$ cat src/rtl/wave_dma_server.sv
// rtl/wave_dma_server.sv - line-buffered byte-read DMA responder for wave player channels
module wave_dma_server #(
  parameter int CHANNELS = 8,
  parameter int ADDR_W   = 28
) (
  input  logic                       I_CLK,
  input  logic                       I_RST,
  input  logic [CHANNELS-1:0]        I_CH_READ,
  input  logic [CHANNELS*ADDR_W-1:0] I_CH_ADDR,
  output logic [CHANNELS*8-1:0]      O_CH_DATA,
  output logic [CHANNELS-1:0]        O_CH_READY,
  input  logic                       I_INVALIDATE,
  output logic [ADDR_W-4:0]          O_MEM_ADDR,
  output logic                       O_MEM_RD,
  input  logic                       I_MEM_BUSY,
  input  logic [63:0]                I_MEM_DOUT,
  input  logic                       I_MEM_DOUT_READY
);
  localparam int WA_W = ADDR_W - 3;
  localparam int CW   = (CHANNELS > 1) ? $clog2(CHANNELS) : 1;

  typedef enum logic [1:0] {S_IDLE, S_ISSUE, S_WAIT, S_FILL} state_t;

  state_t          state_q, state_d;
  logic [CW-1:0]   cur_q, cur_d, rr_q, rr_d;
  logic [WA_W-1:0] issued_q, issued_d;
  logic            discard_q, discard_d;

  logic [ADDR_W-1:0]   req_addr_q  [CHANNELS];
  logic [ADDR_W-1:0]   req_addr_d  [CHANNELS];
  logic [WA_W-1:0]     line_tag_q  [CHANNELS];
  logic [WA_W-1:0]     line_tag_d  [CHANNELS];
  logic [63:0]         line_data_q [CHANNELS];
  logic [63:0]         line_data_d [CHANNELS];
  logic [7:0]          ch_data_q   [CHANNELS];
  logic [7:0]          ch_data_d   [CHANNELS];
  logic [CHANNELS-1:0] line_valid_q, line_valid_d;
  logic [CHANNELS-1:0] pending_q, pending_d;
  logic [CHANNELS-1:0] ready_q, ready_d;

  logic          fill_write, fill_serve, found;
  logic [CW-1:0] idx;

  // Miss-service FSM: round-robin pick, issue one word read, wait for data, re-check on fill
  always_comb begin
    state_d    = state_q;
    cur_d      = cur_q;
    rr_d       = rr_q;
    issued_d   = issued_q;
    discard_d  = discard_q;
    O_MEM_RD   = 1'b0;
    fill_write = 1'b0;
    fill_serve = 1'b0;
    found      = 1'b0;
    idx        = '0;
    case (state_q)
      S_IDLE: begin
        for (int i = 0; i < CHANNELS; i++) begin
          idx = CW'((int'(rr_q) + i) % CHANNELS);
          if (!found && pending_q[idx]) begin
            found = 1'b1;
            cur_d = idx;
          end
        end
        if (found) begin
          discard_d = 1'b0;
          state_d   = S_ISSUE;
        end
      end
      S_ISSUE: begin
        O_MEM_RD = 1'b1;
        if (I_INVALIDATE) discard_d = 1'b1;
        if (!I_MEM_BUSY) begin
          // the word in flight is frozen here; later re-strobes only affect the FILL re-check
          issued_d = req_addr_q[cur_q][ADDR_W-1:3];
          state_d  = S_WAIT;
        end
      end
      S_WAIT: begin
        if (I_INVALIDATE) discard_d = 1'b1;
        if (I_MEM_DOUT_READY) begin
          fill_write = !discard_q && !I_INVALIDATE;
          state_d    = S_FILL;
        end
      end
      default: begin
        fill_serve = !discard_q && !I_INVALIDATE &&
                     (req_addr_q[cur_q][ADDR_W-1:3] == issued_q);
        rr_d    = (cur_q == CW'(CHANNELS - 1)) ? '0 : cur_q + 1'b1;
        state_d = S_IDLE;
      end
    endcase
  end

  // Per-channel line buffers: invalidate, fill, fill-time serve, then strobes (latest wins)
  always_comb begin
    req_addr_d   = req_addr_q;
    line_tag_d   = line_tag_q;
    line_data_d  = line_data_q;
    ch_data_d    = ch_data_q;
    line_valid_d = line_valid_q;
    pending_d    = pending_q;
    ready_d      = ready_q;
    if (I_INVALIDATE) line_valid_d = '0;
    if (fill_write) begin
      line_data_d[cur_q]  = I_MEM_DOUT;
      line_tag_d[cur_q]   = issued_q;
      line_valid_d[cur_q] = 1'b1;
    end
    if (fill_serve) begin
      ch_data_d[cur_q] = line_data_q[cur_q][{req_addr_q[cur_q][2:0], 3'b000} +: 8];
      ready_d[cur_q]   = 1'b1;
      pending_d[cur_q] = 1'b0;
    end
    for (int c = 0; c < CHANNELS; c++) begin
      if (I_CH_READ[c]) begin
        req_addr_d[c] = I_CH_ADDR[c*ADDR_W +: ADDR_W];
        if (!I_INVALIDATE && line_valid_q[c] &&
            line_tag_q[c] == I_CH_ADDR[c*ADDR_W+3 +: WA_W]) begin
          ch_data_d[c] = line_data_q[c][{I_CH_ADDR[c*ADDR_W +: 3], 3'b000} +: 8];
          ready_d[c]   = 1'b1;
          pending_d[c] = 1'b0;
        end else begin
          ready_d[c]   = 1'b0;
          pending_d[c] = 1'b1;
        end
      end
    end
  end

  // State registers with synchronous reset
  always_ff @(posedge I_CLK) begin
    if (I_RST) begin
      state_q      <= S_IDLE;
      cur_q        <= '0;
      rr_q         <= '0;
      issued_q     <= '0;
      discard_q    <= 1'b0;
      req_addr_q   <= '{default: '0};
      line_tag_q   <= '{default: '0};
      line_data_q  <= '{default: '0};
      ch_data_q    <= '{default: '0};
      line_valid_q <= '0;
      pending_q    <= '0;
      ready_q      <= '0;
    end else begin
      state_q      <= state_d;
      cur_q        <= cur_d;
      rr_q         <= rr_d;
      issued_q     <= issued_d;
      discard_q    <= discard_d;
      req_addr_q   <= req_addr_d;
      line_tag_q   <= line_tag_d;
      line_data_q  <= line_data_d;
      ch_data_q    <= ch_data_d;
      line_valid_q <= line_valid_d;
      pending_q    <= pending_d;
      ready_q      <= ready_d;
    end
  end

  // Output packing; the address shows the live request while issuing, else the last issued word
  always_comb begin
    O_CH_DATA = '0;
    for (int c = 0; c < CHANNELS; c++) O_CH_DATA[c*8 +: 8] = ch_data_q[c];
    O_CH_READY = ready_q;
    O_MEM_ADDR = (state_q == S_ISSUE) ? req_addr_q[cur_q][ADDR_W-1:3] : issued_q;
  end

endmodule

$ cat config.mk
export PLATFORM = sky130hd
export DESIGN_NAME = wave_dma_server
export DESIGN_NICKNAME = d
export VERILOG_FILES = /design/src/rtl/wave_dma_server.sv
export SDC_FILE = /design/constraint.sdc
export NUM_CORES = 2
export LEC_CHECK = 0
export BUFFER_PORTS_ARGS = -buffer_cell sky130_fd_sc_hd__buf_2
export CORE_ASPECT_RATIO = 0.5
export CORE_UTILIZATION = 55
export CTS_BUF_LIST = sky130_fd_sc_hd__clkbuf_8
export DETAILED_ROUTE_END_ITERATION = 7
export PLACE_DENSITY = 0.77
export SKIP_CTS_REPAIR_TIMING = 1
export SYNTH_ARGS = -nofsm -noshare
export SYNTH_HDL_FRONTEND = slang
export SYNTH_SLANG_ARGS = --single-unit
export TNS_END_PERCENT = 20
$ cat constraint.sdc
create_clock -name I_CLK -period 3.32 [get_ports I_CLK]
set_input_delay 0.332 -clock I_CLK [delete_from_list [all_inputs] [get_ports I_CLK]]
set_output_delay 0.332 -clock I_CLK [all_outputs]
set_load 0.02 [all_outputs]
==> impl_metrics.yaml <==
logic_synthesis:
  synth_area_mm2: 0.0516
  yosysMostFrequentCell: "nand2_1"
  yosys-top-cells-count: "1,596 x nand2_1, 1,058 x dfxtp_1, 774 x a21oi_1"
  synthDominantCellAreaShare: 0.411
  synth_seq_cells: 1058
  ys.warnings.count: 0
  synth_cells: 6082
  synthArstFlopShare: 0
  syn_area_per_cell_um2: 8.48
  synth-seq-area-share: 0.411
  synthTopCellsByArea: "dfxtp_1 41%, nand2_1 12%, a21oi_1 7.5%"
  synth_cell_types: 83
  ys.flop_type: "dfxtp_1"
  syn-num-nets: 6391
  synth_top_area_cell: "dfxtp_1"
  synth_enable_flop_cells: 0
timing:
  hold_viol: 1
  setup_violations: 2
  worstMarginPinSlew_ps: 1120
  slew_headroom: 0.256
  fin_setup_tns_ps: -107
  finalCriticalPeriod_ps: 3380
  finalMaxSlewViolations: 0
  fin_crit_sh: 1.02
  fin_skew_ps: 63.8
  worst_hold_slack_ps: -12.0
  setup_ws_ps: -58.3
  fmax_mhz: 296
  rsz0062_at_grt: "true"
pwr:
  internal_power_mw: 24.4
  p_sw_frac: 0.402
  leakage_nw: 23.6
  pwr-share-seq: 0.330
  p_switching_mw: 16.4
  powerDensity_mw_per_mm2: 650
  vdd_drop_max_v: 0.000514
  pwr-share-comb: 0.388
  clock_power_share: 0.282
  power_mw: 40.8
setup_path:
  r2r_start: "cur_q[0]$_SDFFE_PP0P_"
  cp-start-kind: "flip-flop"
  crit_required_ps: 4130
  worstPathCellList: "buf_12 -> buf_12 -> nor3b_2 -> buf_4 -> buf_4 -> nand2_4 -> buf_4 -> nand2_1 -> a21oi_1 -> dlygate4sd3_1"
  crit_family: "buffers and inverters"
  critPathMaxFanout: 32
  crit_top_cell: "buf_4"
  r2r-end: "line_data_q[390]$_SDFFE_PP0P_"
  worst_path_max_delay_cell: "dlygate4sd3_1"
  critical_path_buf_inv_count: 6
  crit_type: "reg2reg"
  worstRegToRegCells: 10
  slowest_delay_ps: 590
  critical_path_arrival_ps: 4180
  crit_cells: 10
  r2r_slack_ps: -60
  cp-end-kind: "flip-flop"
min_path:
  worst_hold_path.num_cells: 6
  worstHoldStart: "I_MEM_DOUT_READY"
  hp-class: "in2reg"
  hold-path-endpoint: "state_q[1]$_SDFFE_PP0P_"
clocking:
  clk_pin_slew_ps: 70
  insertion_delay_ps: 950
  cts_root_buf: "clkbuf_8"
  cts_buffers: 152
  ctsHtreeMaxLevel: 4
  cts_tree: "built"
  numClockSinks: 1058
  cts_buffer_depth: 3
global_routing:
  antenna_found_initial: 30
  grt_pass1_vias: 48400
  grt_overflow_total: 0
  grt_max_degree: 215
  groute.usage.overall: 0.507
  grt_pass1_wl_um: 347000
drt:
  vias: 54800
  drt-vias-per-instance: 6.79
  drt-wirelength-per-cell_um: 32.0
  drt_wl_total_um: 258000
  dr.pass1.iters: 8
  drtAntennaViolNets: 0
  drc: 6
  drt_iter0_markers: 9819
run_status:
  violations: "DRC, hold timing, setup timing"
  status: "finished with violations"
place:
  gp_congestion: 1.09
  dp_slack_ps: -115
  postPlaceCellArea_mm2: 0.0562
  portBuffers: 398
  dp.final_hpwl_um: 175000
cells_and_area:
  nFillCells: 7193
  postLayoutCoreUtil: 0.683
  drive_gt1_frac: 0.204
  syn_to_final_growth_pct: 21.6
  final_nets: 6997
  fin_area_mm2: 0.0627
floorplan:
  die_h_um: 219
  core_area_mm2: 0.0917
  dieWidth_um: 435
  fp-row-count: 78
  io_pins: 399
  die-area_mm2: 0.0951
  start_util: 0.562
run:
  max-cap-violations: 0
## logic make-up (layout without fill, tap and decap cells)
group / after synthesis / after routing / synth area share
adders and majority gates: 8 / 8 / 0.00194
xor gates and xnor gates: 224 / 224 / 0.0380
muxes: 638 / 638 / 0.166
DFF: 1058 / 1058 / 0.411
other: 0 / 17 / 0
buffers and inverters: 591 / 1319 / 0.0476
and+or+nand+nor: 2297 / 2297 / 0.185
AOI/OAI and AO/OA: 1266 / 1266 / 0.150
## per-layer routing
layer	global-route usage	part of all wire	wire length [um]
met1	0.634	0.35	90700
met2	0.724	0.40	104000
met3	0.196	0.16	41100
met4	0.339	0.086	22100
met5	0.00958	0.00077	198
## per-stage QoR
stage	std cells	hold slack [ps]
after floorplan	6082	442
after global placement	7482	451
after detailed placement	7482	458
after CTS	7758	-359
after global routing	8054	11.3
final	8067	-12.0
## sequential cells by signal, indices dropped and copies added (netlist names), 8 cells and up
register      count
O_CH_DATA        64
O_CH_READY        8
issued_q         25
line_data_q     512
line_tag_q      200
line_valid_q      8
pending_q         8
req_addr_q      224
## power groups by stage
stage	sequential, mW	clock [mW]	combinational, mW
after CTS	13.4	11.4	14.0
after global routing	13.5	12.0	15.7
after global placement	13.7	0	13.9
after floorplan	13.5	0	6.73
final	13.4	11.5	15.8
after detailed placement	13.7	0	13.9
## placed cells by master, fill, tap and decap left out, drive strengths merged, types with 12 or more instances in the layout
cell / netlist / layout
a211oi: 36 / 36
a21oi: 774 / 774
a221o: 31 / 31
a221oi: 73 / 73
a22o: 19 / 19
a22oi: 46 / 46
a31oi: 19 / 19
and2: 12 / 12
buf: 114 / 747
clkbuf: 458 / 193
clkinv: 0 / 26
dfxtp: 1058 / 1058
diode: 0 / 17
dlygate4sd3: 0 / 273
inv: 19 / 67
mux2: 153 / 153
mux2i: 325 / 325
mux4: 160 / 160
nand2: 1598 / 1598
nand2b: 16 / 16
nand3: 63 / 63
nand4: 52 / 52
nor2: 370 / 370
nor2b: 19 / 19
nor3: 33 / 33
nor4: 47 / 47
o211ai: 82 / 82
o21ai: 41 / 41
o221ai: 14 / 14
o22ai: 38 / 38
o311ai: 21 / 21
or4: 33 / 33
xnor2: 85 / 85
xor2: 139 / 139
## worst max path at each step
stage	start	endpoint	slack (ps)
floorplan	cur_q[1]$_SDFFE_PP0P_	O_CH_DATA[0]$_SDFF_PP0_	40
global placement	cur_q[1]$_SDFFE_PP0P_	O_CH_DATA[26]$_SDFF_PP0_	-100
detailed placement	cur_q[0]$_SDFFE_PP0P_	O_CH_DATA[18]$_SDFF_PP0_	-110
CTS	cur_q[0]$_SDFFE_PP0P_	O_MEM_ADDR[17]	-190
global route	cur_q[0]$_SDFFE_PP0P_	O_CH_DATA[29]$_SDFF_PP0_	-120
finish	cur_q[0]$_SDFFE_PP0P_	line_data_q[390]$_SDFFE_PP0P_	-60
## area by class of cell
type | instances | area, um2 | share of cell area
Timing Repair Buffer | 1024 | 8230 | 0.131
Antenna cell | 17 | 42.5 | 0.000679
Sequential cell | 1058 | 21200 | 0.338
Clock inverter | 87 | 651 | 0.0104
Tap cell | 1240 | 1550 | 0.0247
Multi-Input combinational cell | 4433 | 28400 | 0.452
Inverter | 19 | 71.3 | 0.00114
Clock buffer | 189 | 2600 | 0.0415
## tightest hold or removal path: cells and delay by family
| kind | cells | cell delay [ps] |
|---|---|---|
| simple gates | 2 | 180 |
| compound gates | 1 | 80 |
| mux | 1 | 90 |
| buf+inv | 2 | 190 |
(Power assumes the default switching activity.)
